`config.mk`:
```
export PLATFORM = sky130hd
export DESIGN_NAME = if_fetch_stage
export DESIGN_NICKNAME = d
export VERILOG_FILES = /design/src/rtl/if_fetch_stage.sv
export SDC_FILE = /design/constraint.sdc
export NUM_CORES = 1
export LEC_CHECK = 0
export ABC_CLOCK_PERIOD_IN_PS = 11900
export BUFFER_PORTS_ARGS = -buffer_cell sky130_fd_sc_hd__buf_2
export CELL_PAD_IN_SITES_DETAIL_PLACEMENT = 0
export CELL_PAD_IN_SITES_GLOBAL_PLACEMENT = 1
export CORE_UTILIZATION = 35
export DETAILED_ROUTE_END_ITERATION = 7
export PLACE_DENSITY_LB_ADDON = 0.1
export SETUP_SLACK_MARGIN = 0.15
export SLEW_MARGIN = 20
export SYNTH_ARGS = -nofsm -noshare
export SYNTH_HDL_FRONTEND = slang
export SYNTH_SLANG_ARGS = --single-unit
```
`constraint.sdc`:
```
create_clock -name clk -period 11.9 [get_ports clk]
set_input_delay 2.38 -clock clk [delete_from_list [all_inputs] [get_ports clk]]
set_output_delay 2.38 -clock clk [all_outputs]
set_load 0.05 [all_outputs]
```
`src/rtl/if_fetch_stage.sv`:
```
// rtl/if_fetch_stage.sv - instruction fetch stage: PC, 1-cycle imem request, fetch queue toward decode
// Optional perf counters perf_fetched/perf_flushed exist only when IF_PERF_CNT_EN is defined.
module if_fetch_stage #(
  parameter int unsigned DEPTH    = 2,
  parameter logic [31:0] RESET_PC = 32'h0
) (
  input  logic        clk,
  input  logic        rst,
  output logic        imem_req,
  output logic [31:0] imem_addr,
  input  logic [31:0] imem_rdata,
  input  logic        redirect_valid,
  input  logic [31:0] redirect_pc,
  output logic        id_valid,
  input  logic        id_ready,
  output logic [31:0] id_pc,
  output logic [31:0] id_inst,
  output logic [31:0] id_pc_plus4
`ifdef IF_PERF_CNT_EN
  ,
  output logic [31:0] perf_fetched,
  output logic [31:0] perf_flushed
`endif
);

  localparam int PW = $clog2(DEPTH);
  localparam int CW = PW + 1;
  localparam int OW = PW + 2;

  logic [31:0]   pc;
  logic [31:0]   req_pc;
  logic          inflight;
  logic [31:0]   pc_mem    [DEPTH];
  logic [31:0]   inst_mem  [DEPTH];
  logic [31:0]   plus4_mem [DEPTH];
  logic [PW-1:0] rd_ptr;
  logic [PW-1:0] wr_ptr;
  logic [CW-1:0] count;
  logic [OW-1:0] occupancy;
  logic          pop;
  logic          issue;
  logic          fill;

  // Credit rule: queued + in-flight, after this cycle's pop, must leave room for one more response.
  always_comb begin
    id_valid  = (count != '0) & ~redirect_valid;
    pop       = id_valid & id_ready;
    occupancy = OW'(count) + OW'(inflight) - OW'(pop);
    issue     = ~rst & ~redirect_valid & (occupancy < OW'(DEPTH));
    fill      = inflight;
  end

  assign imem_req    = issue;
  assign imem_addr   = pc;
  assign id_pc       = pc_mem[rd_ptr];
  assign id_inst     = inst_mem[rd_ptr];
  assign id_pc_plus4 = plus4_mem[rd_ptr];

  always_ff @(posedge clk or posedge rst) begin
    if (rst) begin
      pc       <= RESET_PC;
      req_pc   <= '0;
      inflight <= 1'b0;
      rd_ptr   <= '0;
      wr_ptr   <= '0;
      count    <= '0;
      for (int i = 0; i < DEPTH; i++) begin
        pc_mem[i]    <= '0;
        inst_mem[i]  <= '0;
        plus4_mem[i] <= '0;
      end
    end else if (redirect_valid) begin
      // Flush queue and drop any response still on its way back from imem.
      pc       <= {redirect_pc[31:2], 2'b00};
      inflight <= 1'b0;
      rd_ptr   <= '0;
      wr_ptr   <= '0;
      count    <= '0;
    end else begin
      if (issue) begin
        pc     <= pc + 32'd4;
        req_pc <= pc;
      end
      inflight <= issue;
      if (fill) begin
        pc_mem[wr_ptr]    <= req_pc;
        inst_mem[wr_ptr]  <= imem_rdata;
        plus4_mem[wr_ptr] <= req_pc + 32'd4;
        wr_ptr            <= wr_ptr + PW'(1);
      end
      if (pop) begin
        rd_ptr <= rd_ptr + PW'(1);
      end
      count <= count + CW'(fill) - CW'(pop);
    end
  end

`ifdef IF_PERF_CNT_EN
  always_ff @(posedge clk or posedge rst) begin
    if (rst) begin
      perf_fetched <= '0;
      perf_flushed <= '0;
    end else begin
      if (pop) begin
        perf_fetched <= perf_fetched + 32'd1;
      end
      if (redirect_valid) begin
        perf_flushed <= perf_flushed + 32'(count) + 32'(inflight);
      end
    end
  end
`endif

endmodule

```
Word level (Yosys, flattened, before mapping)
Cells that the tools add are included.
Widths: inputs -> output; s select.
{"block": "op_classes", "n_addsub": 8, "n_mul": 0, "n_div": 0, "order_cmp": 4, "n_eq_ne": 0, "n_shift": 0, "mux": 22, "n_bitwise": 8, "reduce_logical": 7}
{"op": "$mux 32", "n": 12}
{"op": "$bwmux 64", "n": 3}
{"op": "$add 32x3->32 const B", "n": 2}
{"op": "$demux 32 s1", "n": 1}
{"op": "$reduce_bool 2->1", "n": 4}
{"op": "$mux 1", "n": 5}
{"op": "$and 1x1->1", "n": 4}
{"op": "$ge 2x2->1 const B", "n": 2}
{"op": "$not 1->2", "n": 2}
{"op": "$reduce_and 2->1", "n": 2}
{"op": "$add 2x1->3", "n": 1}
{"op": "$lt 3x2->1 const B", "n": 1}
{"op": "$sub 3x1->3", "n": 1}
{"op": "$add 1x1->1 const B", "n": 2}
{"op": "$add 2x1->2", "n": 1}
{"op": "$lt 2x1->1 const B", "n": 1}
{"op": "$mux 2", "n": 1}
{"op": "$not 1->1", "n": 2}
{"op": "$sub 2x1->2", "n": 1}
{"op": "$logic_and 1x1->1", "n": 1}
{"block": "word_totals", "reg_bits": 261, "latchBits": 0, "mem_bits_rw": 0, "rom_bits": 0, "output_inout_bits": 130, "mem_count": 0}

Longest topological paths before layout
{"block": "logic_depth", "ltp_word": 8, "ltp_mapped": 17}

Worst setup path before layout
OpenSTA, ideal clock, no wires.
{"block": "synth_timing", "path_type": "in2out", "startpoint": "input redirect_valid", "endpoint": "output imem_req", "t_arrival_ps": 5584, "required_ps": 9520, "path_slack_ps": 3936, "path_stages": 15, "path_cell_list": "clkbuf_1 nor2_1 and2_1 ha_1 inv_1 ha_1 inv_1 fa_1 nand2b_1 or3_1 buf_2 inv_4 buf_4 buf_4 buf_4"}
{"block": "synth_between", "elab_chain_cells": 6}
{"item": "from (decl)", "line_no": "12", "rtl": "input logic redirect_valid,"}
{"item": "$not 1->1 (no source line)"}
{"item": "$and 1x1->1", "line_no": "46", "rtl": "id_valid = (count != '0) & ~redirect_valid;"}
{"item": "via id_valid", "line_no": "14", "rtl": "output logic id_valid,"}
{"item": "$and 1x1->1", "line_no": "47", "rtl": "pop = id_valid & id_ready;"}
{"item": "$sub 3x1->3", "line_no": "48", "rtl": "occupancy = OW'(count) + OW'(inflight) - OW'(pop);"}
{"item": "$lt 3x2->1", "line_no": "49", "rtl": "issue = ~rst & ~redirect_valid & (occupancy < OW'(DEPTH));"}
{"item": "$and 1x1->1", "line_no": "49"}
{"item": "to (decl)", "line_no": "9", "rtl": "output logic imem_req,"}
The timed path passes the listed nets, and every way through them passes these cells.

Worst setup path in the final report
{"block": "layout_timing", "startpoint": "input redirect_valid", "endpoint": "output imem_req"}
{"block": "layout_between", "elab_chain_cells": 6}
{"item": "$not 1->1 (no source line) *"}
{"item": "$and 1x1->1", "line_no": "46"}
{"item": "$and 1x1->1", "line_no": "47"}
{"item": "$sub 3x1->3", "line_no": "48"}
{"item": "$lt 3x2->1", "line_no": "49"}
{"item": "$and 1x1->1 *", "line_no": "49"}
Mark *: on every way between the ends. The rest lies on a longest branch, timed or not.

==> qor.csv <==
stage;metric;value;unit
global_routing;GRT Max-Usage Layer;met1;
clock_network;clk root buf;clkbuf_16;
place;RD Place Congestion;0.762;
global_routing;largest net degree at the start of global routing;129;
detailed_routing;routed length per instance;17.0;microns
final_layout;area growth from synthesis to layout;19.3;%
timing;fin worst setup slack;3820;ps
global_routing;vias in the first global route;8154;
yosys;Synth Instances;1116;
setup_path;CP Data Required Time;9520;ps
clock_network;maximum clock insertion buffer count;3;
yosys;count leader, synth;nand2_1;
detailed_routing;First-pass DRT Iterations;6;
pwr;internal power;0.00221;W
detailed_routing;Antenna Nets Post-Route;0;
global_routing;global-route met3 utilization;0.0248;
setup_path;Crit. Startpoint;redirect_valid;
clock_network;# resized after CTS;0;
yosys;largest area contributor in the netlist;dfrtp_1;
timing;min cycle time layout;8080;ps
place;port bufs;189;
yosys;mapped cell area;11500;sq um
timing;Setup Skew;17.6;ps
yosys;Yosys warning total;0;
pwr;Comb pwr share;0.423;
run;Max-Cap Viols;0;
timing;max-slew violation count;0;
setup_path;reg2reg end;imem_addr[24]$_DFFE_PP0P_;
global_routing;gr usage total;0.177;
floorplan;DIE WIDTH;183;microns
place;hpwl dp;18800;microns
setup_path;crit path DAT;5700;ps
final_layout;share of post-route cells with drive strength above 1;0.316;
setup_path;Worst Setup EP;imem_req;
place;Cell Area, Placed;12800;sq um
yosys;Primary FF master, synth;dfrtp_1;
clock_network;CTS Buf Count;29;
yosys;top cell type's share of synthesized area;0.542;
yosys;Commonest cells post-synth;nand2_1, dfrtp_1, mux2_2, o21ai_0, clkbuf_1;
detailed_routing;WL final;29400;microns
yosys;post-synthesis mux area share;0.152;
worst_hold_path;min-delay worst type;flip-flop to flip-flop;
global_routing;grt met2 use;0.264;
setup_path;Setup crit start kind;input pin;
pwr;Seq pwr share;0.362;
detailed_routing;drt drc;0;
yosys;post-synthesis area per instance;10.3;sq um
pwr;clock network power share;0.215;
place;worst slack, placed;3770;ps
floorplan;std cell rows;65;
final_layout;n_diodes;0;
yosys;Synth Area in XOR/XNOR;0.0236;
timing;unrepaired setup endpoints after global routing;no;
yosys;Async SR Flop Fraction;1.00;
detailed_routing;via count;8325;
clock_network;H-tree levels;1;
floorplan;core area;32000;sq um
pwr;Psw;0.00181;W
global_routing;initial antenna violation count;0;
pwr;Sw Ratio;0.450;
timing;final period utilization;0.679;
timing;Fin Hold WS;466;ps
setup_path;kind of critical path;input pin to primary output;
pwr;pwr dens;293;nW/um^2
floorplan;die area;33500;sq um
timing;final setup vio count;0;
timing;Slew Limit Headroom;0.345;
global_routing;first-pass GRT wire length;47400;microns
final_layout;nets@finish;1349;
setup_path;CP endpoint kind;primary output;
yosys;Post-synth EDFFs;0;
global_routing;global-route met1 utilization;0.272;
timing;f_max;124;MHz
global_routing;GRT overflow;0;
floorplan;height of the die;183;microns
yosys;Yosys cell types;49;
setup_path;R2R setup slack;8150;ps
yosys;post-synthesis compound-gate area fraction;0.0694;
clock_network;setup repair bufs after CTS;0;
final_layout;final instance area;13700;sq um
floorplan;initial core utilization;0.359;
timing;setup TNS;0;ps
timing;Worst Tran Pin Value;983;ps
clock_network;CTS tree;yes;
clock_network;Reg clk slew, reported paths;60;ps
final_layout;utilization after layout;0.429;
detailed_routing;DRT iter0 DRCs;541;
clock_network;hold buffer count at cts;0;
yosys;post-synthesis adder-cell area fraction;0.00610;
setup_path;FF-to-FF Start;count[1]$_DFF_PP0_;
yosys;post-synthesis sequential area ratio;0.542;
clock_network;clk sinks;249;
yosys;Area contributors post-synth;dfrtp_1, mux2_2, nand2_1;
floorplan;io pins;198;
yosys;largest family of logic cells by synthesized area;simple AND/OR/NAND/NOR gates;
clock_network;Clock Latency Late Sink;540;ps
detailed_routing;via/cell ratio;4.81;
yosys;register bit total from synthesis;249;
setup_path;crit path max fanout;47;
timing;Hold Fails Final Rpt;0;
run_status;status;completed;
pwr;Leakage Power;6.74;nW
setup_path;worst r2r path cells;14;
final_layout;Filler cells;3192;
pwr;Worst IR Drop VDD;0.000156;V
yosys;fraction of the mapped netlist area in simple logic gates;0.173;
flip-flops by register name, summed over array words and instances, names as in the netlist:
signal and cells:
rd_ptr 1, count 2, req_pc 30, wr_ptr 1
pc_mem 60, inst_mem 64, fill 1, imem_addr 30
plus4_mem 60
final cells by class:
cell class | instances | area [sq um] | share of cell area
Clock buffer | 43 | 868 | 0.0634
Tap cell | 435 | 544 | 0.0397
Multi-Input combinational cell | 784 | 4920 | 0.359
Clock inverter | 8 | 67.6 | 0.00493
Timing Repair Buffer | 197 | 1010 | 0.0734
Sequential cell | 249 | 6230 | 0.455
Inverter | 15 | 66.3 | 0.00484
cells by family (layout without fill, tap and decap cells):
logic type,count (synthesis),in the layout
AO/OA/AOI/OAI,129,129
XOR/XNOR,31,31
adder cells (fa/ha/maj),5,5
buffers and inverters,88,263
flip-flops,249,249
multiplexers,156,156
other,1,6
AND/OR/NAND/NOR,457,457
per-stage QoR:
step	std cells	power (W)
6_report	1731	0.00402
3_3_place_gp	1680	0.00317
2_1_floorplan	1121	0.00275
4_1_cts	1731	0.00408
5_1_grt	1731	0.00427
3_5_place_dp	1680	0.00319
power groups by stage:
| stage | Clock (W) | Sequential [W] | Combinational, W |
|---|---|---|---|
| global placement | 0 | 0.00146 | 0.00171 |
| floorplan | 0 | 0.00142 | 0.00134 |
| finish | 0.000864 | 0.00145 | 0.00170 |
| global route | 0.000931 | 0.00151 | 0.00183 |
| CTS | 0.000893 | 0.00146 | 0.00173 |
| detailed placement | 0 | 0.00147 | 0.00172 |
cells in the final DEF (no fill, tap or decap), drive strengths merged, types with 4 or more instances in the layout:
cell    netlist  routed
nand2       355     355
dfrtp       249     249
buf          27     197
mux2        151     151
o21ai        83      83
clkbuf       46      43
nand3        23      23
xnor2        22      22
nor3         19      19
nand4        18      18
o311ai       16      16
nor2         15      15
inv          14      14
xor2          9       9
o211ai        9       9
and4          7       7
clkinv        1       7
a221o         6       6
conb          1       6
mux2i         5       5
and2          4       4
ha            4       4
or3           4       4
worst min path at each step:
stage                     cells past startpoint                   endpoint                 startpoint  slack [ps]
after floorplan                               2   inst_mem[32]$_DFFE_PP0P_   inst_mem[32]$_DFFE_PP0P_         440
after global placement                        2     pc_mem[43]$_DFFE_PP0P_     pc_mem[43]$_DFFE_PP0P_         450
after detailed placement                      2   inst_mem[44]$_DFFE_PP0P_   inst_mem[44]$_DFFE_PP0P_         460
after CTS                                     2     pc_mem[35]$_DFFE_PP0P_     pc_mem[35]$_DFFE_PP0P_         470
after global routing                          2  plus4_mem[35]$_DFFE_PP0P_  plus4_mem[35]$_DFFE_PP0P_         490
final                                         2  plus4_mem[35]$_DFFE_PP0P_  plus4_mem[35]$_DFFE_PP0P_         470
worst max-delay path: stages:
cell      delay, ps
buf_2           600
nor2_1          140
and2_1          230
ha_1            270
inv_1            50
ha_1            130
inv_1            50
fa_1            490
nand2b_1        140
or3_1           400
inv_4           420
buf_2           370
per-layer routing:
metal / part of all wire / wire length, microns / vias up
met5: 0 / 0 / -
met4: 0.013 / 380 / 0
met1: 0.51 / 15000 / 4010
met2: 0.43 / 12800 / 171
met3: 0.044 / 1290 / 26
li1: - / - / 4118
No activity file was read; power rests on OpenSTA's default activity.
